==> config.mk <==
export PLATFORM = sky130hd
export DESIGN_NAME = lsu_ctrl
export DESIGN_NICKNAME = d
export VERILOG_FILES = /design/src/rtl/rv_pkg.sv /design/src/rtl/lsu_align.sv /design/src/rtl/lsu_ctrl.sv
export SDC_FILE = /design/constraint.sdc
export NUM_CORES = 1
export LEC_CHECK = 0
export BUFFER_PORTS_ARGS = -buffer_cell sky130_fd_sc_hd__buf_2
export CAP_MARGIN = 10
export CORE_ASPECT_RATIO = 0.7
export CORE_UTILIZATION = 53
export CTS_CLUSTER_SIZE = 12
export DETAILED_ROUTE_END_ITERATION = 6
export GPL_TIMING_DRIVEN = 0
export PLACE_DENSITY_LB_ADDON = 0.1
export SETUP_SLACK_MARGIN = 0.1
export SLEW_MARGIN = 10
export SYNTH_ARGS = -nofsm -noshare
export SYNTH_HDL_FRONTEND = slang
export SYNTH_SLANG_ARGS = --single-unit
==> constraint.sdc <==
create_clock -name i_clk -period 5.5 [get_ports i_clk]
set_input_delay 0.825 -clock i_clk [delete_from_list [all_inputs] [get_ports i_clk]]
set_output_delay 0.825 -clock i_clk [all_outputs]
set_load 0.02 [all_outputs]
==> src/rtl/rv_pkg.sv <==
`default_nettype none
// ============================================================================
//  Module      : rv_pkg
//  Description : Shared types and constants for the load/store unit:
//                FSM state enum, load-type codes and access-size decode.
//  Revision    : 1.0 - initial release
// ============================================================================
package rv_pkg;

    // Load/store unit controller states
    typedef enum logic [1:0] {
        ST_IDLE = 2'd0,
        ST_REQ  = 2'd1,
        ST_WAIT = 2'd2,
        ST_DONE = 2'd3
    } lsu_state_e;

    // Load-type codes as produced by the decoder
    localparam logic [3:0] LT_BYTE = 4'b0001;
    localparam logic [3:0] LT_HALF = 4'b0011;
    localparam logic [3:0] LT_WORD = 4'b1111;

    // Internal access-size classification
    typedef enum logic [1:0] {
        SZ_BYTE = 2'd0,
        SZ_HALF = 2'd1,
        SZ_WORD = 2'd2
    } lsu_size_e;

    // Any load-type code that is not byte or half is treated as a word access
    function automatic lsu_size_e decode_size(input logic [3:0] load_type);
        lsu_size_e size;
        case (load_type)
            LT_BYTE: size = SZ_BYTE;
            LT_HALF: size = SZ_HALF;
            default: size = SZ_WORD;
        endcase
        return size;
    endfunction

endpackage
`default_nettype wire

==> src/rtl/lsu_align.sv <==
`default_nettype none
// ============================================================================
//  Module      : lsu_align
//  Description : Purely combinational lane logic for the LSU: byte enables,
//                store-data lane replication, misalignment detection and
//                load-data extraction with sign/zero extension.
//  Revision    : 1.0 - initial release
// ============================================================================
module lsu_align
    import rv_pkg::*;
(
    input  logic [1:0]  i_offset,
    input  logic [3:0]  i_load_type,
    input  logic        i_load_signed,
    input  logic [31:0] i_wdata,
    input  logic [31:0] i_rdata,
    output logic [3:0]  o_be,
    output logic [31:0] o_wdata,
    output logic        o_misalign,
    output logic [31:0] o_rdata
);

    lsu_size_e   w_size;
    logic [31:0] w_shifted;

    // Lane selection and extension, keyed on access size and byte offset
    always_comb begin
        w_size     = decode_size(i_load_type);
        w_shifted  = i_rdata >> {i_offset, 3'b000};
        o_be       = 4'b1111;
        o_wdata    = i_wdata;
        o_misalign = 1'b0;
        o_rdata    = w_shifted;
        case (w_size)
            SZ_BYTE: begin
                o_be    = 4'b0001 << i_offset;
                o_wdata = {4{i_wdata[7:0]}};
                o_rdata = {{24{i_load_signed & w_shifted[7]}}, w_shifted[7:0]};
            end
            SZ_HALF: begin
                o_be       = 4'b0011 << {i_offset[1], 1'b0};
                o_wdata    = {2{i_wdata[15:0]}};
                o_misalign = i_offset[0];
                o_rdata    = {{16{i_load_signed & w_shifted[15]}}, w_shifted[15:0]};
            end
            default: begin
                o_be       = 4'b1111;
                o_wdata    = i_wdata;
                o_misalign = |i_offset;
                o_rdata    = w_shifted;
            end
        endcase
    end

endmodule
`default_nettype wire

==> src/rtl/lsu_ctrl.sv <==
`default_nettype none
// ============================================================================
//  Module      : lsu_ctrl
//  Description : Load/store unit controller. Accepts one load or store from
//                the core, performs it on a req/gnt/rvalid bus, stalls the
//                core meanwhile and signals completion with a one-cycle pulse.
//                Optional bus timeout enabled by defining LSU_TIMEOUT_EN.
//  Revision    : 1.0 - initial release
// ============================================================================
module lsu_ctrl
    import rv_pkg::*;
#(
    parameter int TIMEOUT_CYCLES = 255
) (
    input  logic        i_clk,
    input  logic        i_reset,
    input  logic        i_mem_req,
    input  logic        i_mem_we,
    input  logic [3:0]  i_load_type,
    input  logic        i_load_signed,
    input  logic [31:0] i_addr,
    input  logic [31:0] i_wdata,
    output logic        o_stall,
    output logic        o_done,
    output logic [31:0] o_rdata,
    output logic        o_misalign,
    output logic        o_bus_err,
    output logic        o_bus_req,
    output logic        o_bus_we,
    output logic [31:0] o_bus_addr,
    output logic [3:0]  o_bus_be,
    output logic [31:0] o_bus_wdata,
    input  logic        i_bus_gnt,
    input  logic        i_bus_rvalid,
    input  logic [31:0] i_bus_rdata
);

    if (TIMEOUT_CYCLES < 1) begin : g_cfg_check
        $error("lsu_ctrl: TIMEOUT_CYCLES must be at least 1");
    end

    lsu_state_e  r_state;
    logic [31:0] r_addr;
    logic [31:0] r_wdata;
    logic        r_we;
    logic [3:0]  r_type;
    logic        r_signed;
    logic [31:0] r_rdata;
    logic        r_misalign;

    logic        w_in_idle;
    logic [1:0]  w_sel_offset;
    logic [3:0]  w_sel_type;
    logic [3:0]  w_be;
    logic [31:0] w_lane_wdata;
    logic        w_misalign;
    logic [31:0] w_load_data;

    // In IDLE the lane logic looks at the incoming request so misalignment can
    // be decided before anything is issued; afterwards it uses the latched access
    always_comb begin
        w_in_idle    = (r_state == ST_IDLE);
        w_sel_offset = w_in_idle ? i_addr[1:0] : r_addr[1:0];
        w_sel_type   = w_in_idle ? i_load_type : r_type;
    end

    lsu_align u_align (
        .i_offset      (w_sel_offset),
        .i_load_type   (w_sel_type),
        .i_load_signed (r_signed),
        .i_wdata       (r_wdata),
        .i_rdata       (i_bus_rdata),
        .o_be          (w_be),
        .o_wdata       (w_lane_wdata),
        .o_misalign    (w_misalign),
        .o_rdata       (w_load_data)
    );

`ifdef LSU_TIMEOUT_EN
    localparam int C_CNT_W = (TIMEOUT_CYCLES > 1) ? $clog2(TIMEOUT_CYCLES) : 1;
    localparam logic [C_CNT_W-1:0] C_CNT_LAST = C_CNT_W'(TIMEOUT_CYCLES - 1);

    logic [C_CNT_W-1:0] r_cnt;
    logic               r_bus_err;
    logic               w_busy;
    logic               w_complete;
    logic               w_timeout;
    logic               w_leaving;

    // A bus completion takes priority over a timeout landing on the same cycle
    always_comb begin
        w_busy     = (r_state == ST_REQ) || (r_state == ST_WAIT);
        w_complete = ((r_state == ST_REQ) && i_bus_gnt && (r_we || i_bus_rvalid)) ||
                     ((r_state == ST_WAIT) && i_bus_rvalid);
        w_timeout  = w_busy && (r_cnt == C_CNT_LAST);
        w_leaving  = w_busy && (w_complete || w_timeout);
    end

    // Bus-wait counter: runs across REQ and WAIT, cleared whenever they are left
    always_ff @(posedge i_clk or posedge i_reset) begin
        if (i_reset) begin
            r_cnt <= '0;
        end else if (w_busy && !w_leaving) begin
            r_cnt <= r_cnt + C_CNT_W'(1);
        end else begin
            r_cnt <= '0;
        end
    end

    assign o_bus_err = r_bus_err;
`else
    assign o_bus_err = 1'b0;
`endif

    // Transaction FSM with latched request and registered completion status
    always_ff @(posedge i_clk or posedge i_reset) begin
        if (i_reset) begin
            r_state    <= ST_IDLE;
            r_addr     <= '0;
            r_wdata    <= '0;
            r_we       <= 1'b0;
            r_type     <= '0;
            r_signed   <= 1'b0;
            r_rdata    <= '0;
            r_misalign <= 1'b0;
`ifdef LSU_TIMEOUT_EN
            r_bus_err  <= 1'b0;
`endif
        end else begin
            case (r_state)
                ST_IDLE: begin
                    if (i_mem_req) begin
                        r_addr   <= i_addr;
                        r_wdata  <= i_wdata;
                        r_we     <= i_mem_we;
                        r_type   <= i_load_type;
                        r_signed <= i_load_signed;
                        if (w_misalign) begin
                            r_misalign <= 1'b1;
                            r_rdata    <= '0;
                            r_state    <= ST_DONE;
                        end else begin
                            r_state    <= ST_REQ;
                        end
                    end
                end
                ST_REQ: begin
                    if (i_bus_gnt && (r_we || i_bus_rvalid)) begin
                        if (!r_we) begin
                            r_rdata <= w_load_data;
                        end
                        r_state <= ST_DONE;
                    end
`ifdef LSU_TIMEOUT_EN
                    else if (w_timeout) begin
                        r_bus_err <= 1'b1;
                        r_rdata   <= '0;
                        r_state   <= ST_DONE;
                    end
`endif
                    else if (i_bus_gnt) begin
                        r_state <= ST_WAIT;
                    end
                end
                ST_WAIT: begin
                    if (i_bus_rvalid) begin
                        r_rdata <= w_load_data;
                        r_state <= ST_DONE;
                    end
`ifdef LSU_TIMEOUT_EN
                    else if (w_timeout) begin
                        r_bus_err <= 1'b1;
                        r_rdata   <= '0;
                        r_state   <= ST_DONE;
                    end
`endif
                end
                default: begin
                    r_misalign <= 1'b0;
`ifdef LSU_TIMEOUT_EN
                    r_bus_err  <= 1'b0;
`endif
                    r_state    <= ST_IDLE;
                end
            endcase
        end
    end

    // Core-side handshake; the stall must react to i_mem_req in the same cycle
    always_comb begin
        o_stall    = (w_in_idle && i_mem_req) ||
                     (r_state == ST_REQ) || (r_state == ST_WAIT);
        o_done     = (r_state == ST_DONE);
        o_misalign = r_misalign;
        o_rdata    = r_rdata;
    end

    // Bus-side request; all bus fields are zero when no request is outstanding
    always_comb begin
        o_bus_req   = (r_state == ST_REQ);
        o_bus_we    = o_bus_req && r_we;
        o_bus_addr  = o_bus_req ? {r_addr[31:2], 2'b00} : 32'd0;
        o_bus_be    = o_bus_req ? w_be : 4'd0;
        o_bus_wdata = o_bus_req ? w_lane_wdata : 32'd0;
    end

endmodule
`default_nettype wire

==> metrics <==
status=finished clean; peak fanout along the critical path=10; Worst Reg-to-Reg Cells=8; PostCTS Resize Cnt=0; P_leak=0.00366 uW; vias=between 4000 and 5000; Slew HR=0.389; Placer Congestion=0.874; worst-skew pair later-pin latency=around 340 ps; Reg power frac=0.303; clock buffer depth=2; Yosys warnings=0; setup TNS=0 ps; post-synthesis sequential area ratio=0.476; Pint=2500 uW; post-detail-place hpwl=11600 um; DR vias/cell=between 5 and 6; commonest non-fill, non-tap cell in the layout=buf_2; P_sw=1950 uW; most used flip-flop cell after synthesis=dfrtp_1; Routed Antenna Nets=0; Pwr per Cell Area=628 nW/um^2; Die Span Y=between 80 and 90 um; cell count after synthesis=497; min Tclk post-route=4240 ps; die area=approximately 11000 um^2; Core Area=9910 um^2; RSZ-0062 raised after global routing=false; drc violations=0; Mean Syn Cell Area=11.1 um^2; Cell Chain, Critical Path=inv_1 -> ha_1 -> buf_6 -> nor4bb_1 -> or2_2 -> clkbuf_1 -> buf_1 -> nand2_1 -> a21boi_0 -> buf_2; Die W=124 um; synthesis-stage register bit count=between 100 and 150; WS Path Type=flop to primary output; Final Skew=9.14 ps; combinational share of power=0.545; reg2reg end=o_rdata[15]; FMAX=236 MHz; Yosys cell types=48; power share of the clock group=0.152; Async S/R FF share, synth=1.00; CTS tree=done; multi-input logic area=2700 um^2; first-pass GRT wire length=about 24000 um; Synth-to-Final Area Change=28.2%; Final Max Tran Viols=0; Syn Std Cell Area=5520 um^2; initial antenna violation count=1; nets=831; number of global-route vias before repair=roughly 4700; crit path DAT=3410 ps; Ant. Diodes=0; share of cells above drive strength 1=0.443; Startpoint Class=flop; num rows=30; post-layout util=0.715; Starting Density=0.557; flop2flop setup slack=2620 ps; Max Cap Viol=0; grt ovf=0; Routed met1 length=about 6500 um; final wirelength=15600 um; Hold Crit Class=input port to asynchronous set/reset pin; GRT Total Usage=0.298; FF+latch area=2630 um^2; Slew @ Worst Pin=909 ps; reg2reg start=r_state[0]; CP Capture Type=primary output; max incr delay on CP=slightly below 600 ps; Sink Count=105; Post-CTS Setup Repair Bufs=0; clock slew at reported path FFs=70 ps; most frequent cells in the layout=212 x buf_2, 105 x dfrtp_1, 77 x mux2_2; number of DRC markers in iteration 0=344; Buffers on Ports=209; met2 WL=7450 um; fin crit share=0.770; dpl cells=837; wire per inst=about 18 um; largest net degree at the start of global routing=66; drt first pass iters=4; CP required=4680 ps; final setup fails=0; H-tree levels=3; met3 WL=roughly 1500 um; cell at the slowest stage of the critical path=nor4bb_1; hold buffer count at cts=0; IO Pins=213; EDFF count, synth=0; Max VDD drop=0.335 mV; Final Non-Filler Cells=853; highest metal used=met5; Net Sw Frac=0.438; CTS buffer count=9; CTS root buffer=clkbuf_16; Final Hold Fails=0; filler cell count=~770
==> worst max-delay path by stage <==
stage	startpoint	cells after the start	endpoint	slack, ps
finish	r_state[0]	10	o_bus_wdata[22]	1260
global route	r_state[0]	10	o_bus_wdata[22]	870
CTS	r_state[0]	10	o_bus_wdata[22]	1240
detailed placement	i_load_type[2]	8	o_bus_wdata[22]	1550
global placement	i_reset	2	o_rdata[25]	720
floorplan	i_reset	1	o_misalign	1910
==> stage by stage <==
stage / total power [uW] / hold WS (ps) / worst slack [ps] / instance area (um^2)
after floorplan: 3030 / 449 / 1910 / 5530
after global routing: 4730 / 506 / 871 / 7080
after global placement: 3680 / 465 / 721 / 6740
after detailed placement: 3770 / 481 / 1550 / 6770
final: 4450 / 477 / 1260 / 7080
after CTS: 4450 / 491 / 1240 / 7080
==> power by group through the flow <==
stage | Combinational [uW] | Clock, uW | Sequential [uW]
finish | 2430 | 676 | 1350
global placement | 2350 | 0 | 1330
detailed placement | 2410 | 0 | 1360
global route | 2630 | 714 | 1390
floorplan | 1670 | 0 | 1360
CTS | 2430 | 682 | 1350
==> layer usage <==
layer | GRT usage | vias up
met1 | 0.399 | 2328
met3 | 0.0740 | 18
met5 | 0 | -
li1 | - | 2220
met4 | 0.0790 | 2
met2 | 0.485 | 224
==> layout make-up <==
type	instances	area share
Buffer	36	0.0233
Clock buffer	11	0.0357
Clock inverter	5	0.00865
Inverter	11	0.00653
Multi-Input combinational cell	347	0.381
Sequential cell	105	0.371
Tap cell	128	0.0226
Timing Repair Buffer	210	0.152
==> cells in the mapped netlist (6+ instances only) <==
cell type / n / share of area
a21boi_0: 18 / 0.024
a22o_1: 6 / 0.0095
mux2i_1: 22 / 0.040
and2_1: 40 / 0.045
o211ai_1: 13 / 0.018
dfrtp_1: 105 / 0.48
a221o_1: 16 / 0.029
clkbuf_1: 25 / 0.017
o21ai_0: 12 / 0.011
inv_1: 11 / 0.0075
o211a_1: 9 / 0.016
nand2_1: 73 / 0.050
nor2_1: 6 / 0.0041
mux2_2: 77 / 0.16
==> registers in the layout, summed over array words and instances (netlist names) <==
name	cells
o_rdata	32
r_addr	32
r_wdata	32
r_type	4
r_state	2
o_misalign	1
r_signed	1
r_we	1
==> logic make-up after synthesis <==
kind of cell	Yosys count	synth area share
AO/OA/AOI/OAI	101	0.147
adder cells (fa/ha/maj)	4	0.00906
buffers and inverters	47	0.0374
flip-flops	105	0.476
multiplexers	102	0.209
other	1	0.000679
AND/OR/NAND/NOR	137	0.121
==> worst max-delay path, delay by kind of cell, from the launching register on <==
| kind | cells | cell delay, ps |
|---|---|---|
| buf+inv | 5 | 1350 |
| simple gates | 3 | 920 |
| compound gates | 1 | 210 |
| fa+ha+maj | 1 | 180 |
| flops | 1 | 410 |
No activity file was read; power rests on OpenSTA's default activity.
